$ cat src/rtl/regwb_pkg.sv
// regwb_pkg: shared widths, requester identifiers and helpers for the
// register-file writeback arbiter (regwb_arbiter, regwb_slot).
package regwb_pkg;

   localparam int REG_ADDR_W = 5;
   localparam int REG_DATA_W = 32;
   localparam int NUM_REGS   = 32;

   // Identifies a requester; also used for the priority pointer and age flag.
   typedef enum logic {
      REQ_A = 1'b0,
      REQ_B = 1'b1
   } req_e;

   // Contents of one holding slot.
   typedef struct packed {
      logic                  vld;
      logic [REG_ADDR_W-1:0] addr;
      logic [REG_DATA_W-1:0] data;
   } slot_t;

   // One-hot decode of a register address into a NUM_REGS-wide mask.
   function automatic logic [NUM_REGS-1:0] reg_decode(input logic [REG_ADDR_W-1:0] addr);
      logic [NUM_REGS-1:0] onehot;
      onehot       = '0;
      onehot[addr] = 1'b1;
      return onehot;
   endfunction

   // Writes to register 0 are architecturally void and never buffered.
   function automatic logic is_void_addr(input logic [REG_ADDR_W-1:0] addr);
      return (addr == '0);
   endfunction

endpackage

$ cat src/rtl/regwb_slot.sv
// regwb_slot: single-entry holding buffer for one writeback requester.
// Accepts a write when empty or when its current content is being issued
// this cycle, so a requester can sustain one write per cycle. Writes to
// register 0 are accepted but dropped.
module regwb_slot
   import regwb_pkg::*;
(
   input  logic                  clk,
   input  logic                  rst,
   input  logic                  req_valid,
   input  logic [REG_ADDR_W-1:0] req_addr,
   input  logic [REG_DATA_W-1:0] req_data,
   input  logic                  issue,
   output logic                  ready,
   output logic                  load,
   output logic                  slot_vld,
   output logic [REG_ADDR_W-1:0] slot_addr,
   output logic [REG_DATA_W-1:0] slot_data
);

   slot_t slot_p0;

   // Handshake: ready when empty or draining this edge; reset blocks acceptance.
   always_comb begin
      ready = !rst && (!slot_p0.vld || issue);
      load  = req_valid && ready && !is_void_addr(req_addr);
   end

   // Slot occupancy: reload wins over the clear caused by issuing.
   always_ff @(posedge clk) begin
      if (rst) begin
         slot_p0.vld <= 1'b0;
      end else if (load) begin
         slot_p0.vld <= 1'b1;
      end else if (issue) begin
         slot_p0.vld <= 1'b0;
      end
   end

   // Slot payload: only meaningful while vld is set, so it carries no reset.
   always_ff @(posedge clk) begin
      if (load) begin
         slot_p0.addr <= req_addr;
         slot_p0.data <= req_data;
      end
   end

   assign slot_vld  = slot_p0.vld;
   assign slot_addr = slot_p0.addr;
   assign slot_data = slot_p0.data;

endmodule

$ cat src/rtl/regwb_arbiter.sv
// regwb_arbiter: merges ALU (A) and load (B) writebacks onto the single
// register-file write port. Each requester owns one holding slot; one slot
// is issued per cycle through a registered write stage.
// Contention policy: two valid slots to the same register always issue
// oldest first. Otherwise, with REGWB_RR_EN defined, a round-robin pointer
// picks the winner and moves to the loser after every contended grant;
// without REGWB_RR_EN, A always wins.
module regwb_arbiter
   import regwb_pkg::*;
(
   input  logic                  Clk,
   input  logic                  Reset,
   input  logic                  A_Valid,
   output logic                  A_Ready,
   input  logic [REG_ADDR_W-1:0] A_Addr,
   input  logic [REG_DATA_W-1:0] A_Data,
   input  logic                  B_Valid,
   output logic                  B_Ready,
   input  logic [REG_ADDR_W-1:0] B_Addr,
   input  logic [REG_DATA_W-1:0] B_Data,
   output logic [REG_ADDR_W-1:0] WriteRegister,
   output logic [REG_DATA_W-1:0] WriteData,
   output logic                  RegWrite,
   output logic [NUM_REGS-1:0]   Pending
);

   logic                  a_vld_p0;
   logic [REG_ADDR_W-1:0] a_addr_p0;
   logic [REG_DATA_W-1:0] a_data_p0;
   logic                  a_load;
   logic                  b_vld_p0;
   logic [REG_ADDR_W-1:0] b_addr_p0;
   logic [REG_DATA_W-1:0] b_data_p0;
   logic                  b_load;

   logic                  contended;
   logic                  a_wins;
   logic                  grant_a;
   logic                  grant_b;

   req_e                  age_p0;
`ifdef REGWB_RR_EN
   req_e                  ptr_p0;
`endif

   logic                  vld_p1;
   logic [REG_ADDR_W-1:0] wr_addr_p1;
   logic [REG_DATA_W-1:0] wr_data_p1;

   // ---- stage p0: holding slots ----
   regwb_slot u_slot_a (
      .clk       (Clk),
      .rst       (Reset),
      .req_valid (A_Valid),
      .req_addr  (A_Addr),
      .req_data  (A_Data),
      .issue     (grant_a),
      .ready     (A_Ready),
      .load      (a_load),
      .slot_vld  (a_vld_p0),
      .slot_addr (a_addr_p0),
      .slot_data (a_data_p0)
   );

   regwb_slot u_slot_b (
      .clk       (Clk),
      .rst       (Reset),
      .req_valid (B_Valid),
      .req_addr  (B_Addr),
      .req_data  (B_Data),
      .issue     (grant_b),
      .ready     (B_Ready),
      .load      (b_load),
      .slot_vld  (b_vld_p0),
      .slot_addr (b_addr_p0),
      .slot_data (b_data_p0)
   );

   // Grant from slot state only; same-register conflicts keep program order.
   always_comb begin
      contended = a_vld_p0 && b_vld_p0;
      a_wins    = 1'b1;
      if (contended) begin
         if (a_addr_p0 == b_addr_p0) begin
            a_wins = (age_p0 == REQ_A);
         end else begin
`ifdef REGWB_RR_EN
            a_wins = (ptr_p0 == REQ_A);
`else
            a_wins = 1'b1;
`endif
         end
      end
      grant_a = a_vld_p0 && (!b_vld_p0 || a_wins);
      grant_b = b_vld_p0 && !grant_a;
   end

   // Age flag: names the slot whose surviving content was loaded first.
   always_ff @(posedge Clk) begin
      if (Reset) begin
         age_p0 <= REQ_A;
      end else if (a_load && b_load) begin
         age_p0 <= REQ_A;
      end else if (a_load && b_vld_p0 && !grant_b) begin
         age_p0 <= REQ_B;
      end else if (b_load && a_vld_p0 && !grant_a) begin
         age_p0 <= REQ_A;
      end
   end

`ifdef REGWB_RR_EN
   // Round-robin pointer: hands priority to the loser of each contended grant.
   always_ff @(posedge Clk) begin
      if (Reset) begin
         ptr_p0 <= REQ_A;
      end else if (contended) begin
         ptr_p0 <= grant_a ? REQ_B : REQ_A;
      end
   end
`endif

   // Pending scoreboard: registers with a buffered write; r0 never appears.
   always_comb begin
      Pending = '0;
      if (a_vld_p0) begin
         Pending = Pending | reg_decode(a_addr_p0);
      end
      if (b_vld_p0) begin
         Pending = Pending | reg_decode(b_addr_p0);
      end
      Pending[0] = 1'b0;
   end

   // ---- stage p1: registered register-file write port ----
   always_ff @(posedge Clk) begin
      if (Reset) begin
         vld_p1     <= 1'b0;
         wr_addr_p1 <= '0;
         wr_data_p1 <= '0;
      end else begin
         vld_p1 <= grant_a || grant_b;
         if (grant_a) begin
            wr_addr_p1 <= a_addr_p0;
            wr_data_p1 <= a_data_p0;
         end else if (grant_b) begin
            wr_addr_p1 <= b_addr_p0;
            wr_data_p1 <= b_data_p0;
         end
      end
   end

   assign RegWrite      = vld_p1;
   assign WriteRegister = wr_addr_p1;
   assign WriteData     = wr_data_p1;

endmodule

$ cat config.mk
export PLATFORM = sky130hd
export DESIGN_NAME = regwb_arbiter
export DESIGN_NICKNAME = d
export VERILOG_FILES = /design/src/rtl/regwb_pkg.sv /design/src/rtl/regwb_slot.sv /design/src/rtl/regwb_arbiter.sv
export SDC_FILE = /design/constraint.sdc
export NUM_CORES = 1
export LEC_CHECK = 0
export ABC_AREA = 1
export CAP_MARGIN = 20
export CELL_PAD_IN_SITES_DETAIL_PLACEMENT = 0
export CELL_PAD_IN_SITES_GLOBAL_PLACEMENT = 1
export CORE_UTILIZATION = 29
export DETAILED_ROUTE_END_ITERATION = 8
export HOLD_SLACK_MARGIN = 0.05
export PLACE_DENSITY_LB_ADDON = 0.1
export SLEW_MARGIN = 20
export SYNTH_ARGS = -nofsm -noshare
export SYNTH_HDL_FRONTEND = slang
export SYNTH_SLANG_ARGS = --single-unit
$ cat constraint.sdc
create_clock -name Clk -period 4.3 [get_ports Clk]
set_clock_uncertainty 0.2 [all_clocks]
set_input_delay 0.86 -clock Clk [delete_from_list [all_inputs] [get_ports Clk]]
set_output_delay 0.86 -clock Clk [all_outputs]
set_load 0.005 [all_outputs]
==> results of run 1 <==
-- layer usage --
| layer | share of wire, % | wire [µm] |
|---|---|---|
| met2 | 48 | 6030 |
| met1 | 43 | 5350 |
| met4 | 1.3 | 160 |
| met5 | 0 | 0 |
| met3 | 7.3 | 910 |
-- logic make-up after synthesis --
family / after synthesis / share of synthesized area, %
buffers and inverters: 88 / 7.95
and+or+nand+nor: 269 / 23.1
AOI/OAI and AO/OA: 48 / 5.04
other: 1 / 0.0787
DFF: 115 / 63.8
-- worst paths after layout --
check	end	depth (start not counted)	slack [ns]
min	WriteData[28]	2	0.25
min reg2reg	WriteData[28]	2	0.25
max reg2reg	u_slot_b.slot_data[28]	8	1.60
max	Pending[20]	5	0.73
-- metrics by stage --
stage / setup slack (ns) / util, % / hold slack [ns] / instance area [µm²]
after floorplan: 0.879 / - / 0.248 / 4770
after global placement: 0.908 / 40.6 / 0.237 / 6480
after detailed placement: 0.880 / 40.6 / 0.240 / 6480
after CTS: 0.650 / 44.2 / 0.251 / 7050
after global routing: 0.451 / 44.2 / 0.269 / 7050
final: 0.729 / 44.2 / 0.249 / 7050
-- state kept, by name, summed over array words and instances, names as in the netlist --
register,count
u_slot_b.slot_addr,5
age_p0,1
WriteData,32
u_slot_b.slot_vld,1
u_slot_a.slot_data,32
u_slot_a.slot_vld,1
WriteRegister,5
RegWrite,1
u_slot_b.slot_data,32
u_slot_a.slot_addr,5
-- report_power, final --
part	internal [mW]	switching (mW)	total, mW
clock	0.846	0.474	1.32
sequential	1.24	0.0279	1.27
combinational	0.138	0.116	0.254
-- final cells by class --
class | instances | share of cell area [%]
Sequential cell | 115 | 43.2
Timing Repair Buffer | 154 | 21.7
Multi-Input combinational cell | 318 | 19.3
Clock buffer | 24 | 7.44
Inverter | 73 | 3.89
Tap cell | 216 | 3.83
Clock inverter | 8 | 0.675
-- worst max-delay path: stages (launching register included) --
cell and delay (ns):
sky130_fd_sc_hd__dfxtp_1 0.45, sky130_fd_sc_hd__inv_1 0.12, sky130_fd_sc_hd__nor3_1 0.75, sky130_fd_sc_hd__nand2_1 0.13
sky130_fd_sc_hd__o21ai_0 0.12, sky130_fd_sc_hd__clkdlybuf4s50_1 0.54
-- cell usage in the layout (no fill, tap or decap), drive strengths merged --
cell / Yosys / final
buf: 11 / 6
conb: 1 / 1
nand4: 1 / 1
clkdlybuf4s50: 0 / 148
edfxtp: 74 / 74
dfxtp: 41 / 41
clkbuf: 4 / 24
clkinv: 0 / 6
nand3: 39 / 39
o21ai: 46 / 46
a21oi: 2 / 2
nand2: 188 / 188
inv: 73 / 74
nand3b: 2 / 2
clkinvlp: 0 / 1
nor2: 27 / 27
nor3: 12 / 12
==> results.md, run 1 <==
- Number of DRC markers after the initial detailed-route iteration: 181
- Fill cells: 1549
- Setup violation total in the final timing report: 0
- Main flop type after synthesis: sky130_fd_sc_hd__edfxtp_1
- Setup repair after global routing missed its margin: false
- Final clock period utilization by the worst path: 83.1%
- Summed instance area of the synthesized netlist: 4770 µm²
- Post-synth top area share: 46.6%
- # IOs: 150
- Max-capacitance violation count: 0
- GR Overflow Total: 0
- Maximum vdd drop: 459 µV
- Syn Nets: 599
- Design Power: 2.84 mW
- Post-CTS Setup Inserts: 0
- Pin count of the biggest net entering global routing: 52
- # nets final: 757
- Starting Density: 29.9%
- Global Route met1 Usage: 18.3%
- Hold crit path type: reg2reg
- Average cell area after synthesis: 9.15 µm²
- Count of different cell masters after synthesis: 21
- Site row count: 46
- Slew of the pin with the lowest slew margin: 0.960 ns
- Result of the run: completed
- Last weighted congestion value of the routability-driven placer: 0.777
- Core area: 15900 µm²
- Clock sink count: 115
- Count of endpoints failing hold in the final timing report: 0
- CTS clock-pin slew for the worst setup and hold paths: 0.05 ns
- WP data arrival: 2.51 ns
- Detail-routed via count per cell: 4.24
- Layout area overhead: 47.8%
- Clock tree buffer depth: 2
- Number of cells after detailed placement: 876
- H-tree Lvls: 4
- Crit end category: output port
- Overall fraction of global-route tracks in use: 15.7%
- Setup CP Type: reg2out
- Area contributors post-synth: sky130_fd_sc_hd__edfxtp_1, sky130_fd_sc_hd__dfxtp_1, sky130_fd_sc_hd__nand2_1
- Fraction of layout cells with a size suffix above 1: 6.21%
- Warnings from Yosys: 0
- Met2 Usage GRT: 26.2%
- Initial antenna violation count: 0
- CTS tree: done
- Most instantiated cells after synthesis: sky130_fd_sc_hd__nand2_1, sky130_fd_sc_hd__edfxtp_1, sky130_fd_sc_hd__inv_1
- Root buffer cell: sky130_fd_sc_hd__clkbuf_16
- Power Density: 403 nW/µm²
- Lkg Pwr: 2.89 nW
- Horizontal extent of the die: 130 µm
- Number of buffers created by CTS: 17
- Layer with the highest usage after global routing: met2
- Register Area: 3040 µm²
- Wire length of the first global-routing pass: 19400 µm
- Routed Wire Length: 12500 µm
- Port Buffer Count: 148
- Hold buffer count at cts: 0
- Max-slew violation count: 0
- Minimum clock period after layout: 3.57 ns
- Nature of the critical path startpoint: register
- Total negative slack: 0 ns
- Count of mapped cells out of synthesis: 521
- Via count of the first global-routing pass: 3732
- Data required time at the worst endpoint: 3.24 ns
- Number of diodes: 0
- Highest attainable clock frequency: 280 MHz
- Count of instances resized after the clock tree is built: 0
- Crit path launch: u_slot_a.slot_vld
- Area taken by multi-input logic gates: 1360 µm²
- Share of the yosys chip area belonging to registers: 63.8%
- Library cell occupying the most area in the post-synthesis netlist: sky130_fd_sc_hd__edfxtp_1
- DRC Markers: 0
- Final antenna-violating net count: 0
- FF+latch count, synth: 115
- Detailed-route via count: 3849
- Filler-free cell count of the finished design: 908
- TritonRoute pass-1 iters: 5
- HPWL after detailed placement: 8460 µm
- Worst reg2reg startpoint: u_slot_b.slot_addr[3]
- Crit Path Max Fanout: 7
- Count of flip-flops with a built-in enable after synthesis: 74
- Height of the die: 130 µm
- Detailed-route wire length per cell: 13.7 µm
- Hold wc startpoint: WriteData[28]
- Cell with the most instances after synthesis: sky130_fd_sc_hd__nand2_1
- Relative slew slack: 35.5%
- Met3 Usage GRT: 5.66%
- Fraction of registers with async set or reset after synthesis: 0%
- Insertion delay to the later sink of the worst-skew pair: 0.41 ns
- DIE AREA: 17000 µm²
No activity file was read; power rests on OpenSTA's default activity.
==> inputs of run 2 (changes only) <==
==> constraint.sdc (replaced) <==
create_clock -name Clk -period 3.1 [get_ports Clk]
set_clock_uncertainty 0.2 [all_clocks]
set_input_delay 0.62 -clock Clk [delete_from_list [all_inputs] [get_ports Clk]]
set_output_delay 0.62 -clock Clk [all_outputs]
set_load 0.005 [all_outputs]
==> results.md, run 2 (synthesized netlist as in run 1, its figures left out) <==
- Max-capacitance violation count: 0
- GR Overflow Total: 0
- Last weighted congestion value of the routability-driven placer: 0.779
- Crit Path Max Fanout: 6
- Crit end category: output port
- Layout area overhead: 50.2%
- Setup repair after global routing missed its margin: true
- DRC Markers: 0
- Routed Wire Length: 12800 µm
- Height of the die: 130 µm
- Fraction of layout cells with a size suffix above 1: 8.36%
- Cell-internal power: 3.06 mW
- Lkg Pwr: 2.94 nW
- DP Area: 6530 µm²
- Switching power: 0.869 mW
- Setup violation total in the final timing report: 0
- Number of cells after detailed placement: 882
- Net Sw Frac: 22.1%
- Core area: 15900 µm²
- Share of total power in combinational logic: 9.4%
- Maximum vdd drop: 366 µV
- Highest-count cells in the layout ignoring fill and taps: sky130_fd_sc_hd__nand2_1, sky130_fd_sc_hd__clkdlybuf4s50_1, sky130_fd_sc_hd__edfxtp_1
- Sequential power share: 44.8%
- Final antenna-violating net count: 0
- Detailed-route wire length per cell: 13.9 µm
- Clock sink count: 115
- DIE AREA: 17000 µm²
- Site row count: 46
- Overall fraction of global-route tracks in use: 15.9%
- Wire length of the first global-routing pass: 19700 µm
- Relative contribution of the clock network to total power: 45.9%
- Clock tree buffer depth: 2
- Result of the run: completed
- Starting Density: 29.9%
- Via count of the first global-routing pass: 3850
- Max-slew violation count: 0
- Data required time at the worst endpoint: 2.28 ns
- Pin count of the biggest net entering global routing: 38
- Horizontal extent of the die: 130 µm
- Final clock period utilization by the worst path: 98.8%
- Filler-free cell count of the finished design: 922
- Count of endpoints failing hold in the final timing report: 0
- Slew of the pin with the lowest slew margin: 0.505 ns
- Initial antenna violation count: 0
- Port Buffer Count: 148
- Minimum clock period after layout: 3.06 ns
- Root buffer cell: sky130_fd_sc_hd__clkbuf_16
- Setup CP Type: reg2out
- # nets final: 771
- Flop2flop setup slack: 0.77 ns
- Insertion delay to the later sink of the worst-skew pair: 0.40 ns
- Post-route cell area: 7160 µm²
- # IOs: 150
- CTS tree: done
- Most common library cell in the layout ignoring fill and taps: sky130_fd_sc_hd__nand2_1
- Number of diodes: 0
- Hold crit path type: reg2reg
- Fill cells: 1527
- CTS clock-pin slew for the worst setup and hold paths: 0.05 ns
- Power Density: 549 nW/µm²
- Detail-routed via count per cell: 4.27
- H-tree Lvls: 4
- TritonRoute pass-1 iters: 5
- Detailed-route via count: 3933
- HPWL after detailed placement: 8750 µm
- Nature of the critical path startpoint: register
- Number of buffers created by CTS: 17
- Number of DRC markers after the initial detailed-route iteration: 190
- Relative slew slack: 66.1%
- Highest attainable clock frequency: 327 MHz
- WP data arrival: 2.24 ns
## run 2: cell count changes in the layout (fill, tap and decap cells not counted), moves of 2 or more
cell / delta
sky130_fd_sc_hd__nor3_1: -2
sky130_fd_sc_hd__buf_4: +13
sky130_fd_sc_hd__clkbuf_1: +2
sky130_fd_sc_hd__clkbuf_16: -2
sky130_fd_sc_hd__nor3_2: +2
## run 2: layout make-up
cell class | instances | area (µm²) | share of cell area (%)
clock buffer | 23 | 468 | 6.54
sequential | 115 | 3040 | 42.5
multi-input combinational | 318 | 1380 | 19.2
timing repair buffer | 168 | 1640 | 23.0
clock inverter | 9 | 82.6 | 1.15
inverter | 73 | 274 | 3.83
tap | 216 | 270 | 3.77
## run 2: through the flow
stage / hold WS (ns) / setup TNS (ns) / worst slack (ns) / total power [mW] / utilization, %
2_1_floorplan: 0.248 / 0 / 0.530 / 1.92 / -
3_3_place_gp: 0.235 / 0 / 0.435 / 2.15 / 41.0
3_5_place_dp: 0.239 / 0 / 0.424 / 2.16 / 41.0
4_1_cts: 0.252 / 0 / 0.0433 / 3.98 / 44.4
5_1_grt: 0.277 / -0.721 / -0.0789 / 4.09 / 44.9
6_report: 0.247 / 0 / 0.0387 / 3.93 / 44.9
## run 2: power by group through the flow
stage	combinational [mW]	sequential (mW)	clock [mW]
4_1_cts	0.370	1.76	1.85
3_5_place_dp	0.368	1.79	0
3_3_place_gp	0.366	1.79	0
5_1_grt	0.410	1.77	1.91
2_1_floorplan	0.130	1.79	0
6_report	0.368	1.76	1.80
## run 2: path summary, 6_finish.rpt
path / startpoint / endpoint / depth (start not counted)
worst max register to register: u_slot_a.slot_addr[4] / WriteData[18] / 10
worst min-delay path: WriteData[21] / WriteData[21] / 2
worst min register to register: WriteData[21] / WriteData[21] / 2
worst max-delay path: u_slot_a.slot_addr[3] / A_Ready / 9
## run 2: worst max-delay path, cell delays in order (launching register included)
cell	delay [ns]
sky130_fd_sc_hd__edfxtp_1	0.46
sky130_fd_sc_hd__inv_1	0.16
sky130_fd_sc_hd__nand2_1	0.09
sky130_fd_sc_hd__nand2_1	0.05
sky130_fd_sc_hd__nor2_1	0.13
sky130_fd_sc_hd__nand3_2	0.17
sky130_fd_sc_hd__buf_4	0.18
sky130_fd_sc_hd__nand2_1	0.11
sky130_fd_sc_hd__inv_1	0.05
sky130_fd_sc_hd__clkdlybuf4s50_1	0.44
## run 2: timing repair
action	4_1_cts	5_1_grt
hold buffers	0	0
buffers inserted	0	8
resized for setup	0	6
endpoints found under the hold margin	0	0
setup endpoints to repair	0	22
## run 2: metal layers
| layer | wire length (µm) | global-route usage (%) |
|---|---|---|
| met3 | 992 | 5.66 |
| met2 | 6170 | 26.8 |
| met1 | 5470 | 18.3 |
| met4 | 177 | 6.22 |
| met5 | 0 | 0 |
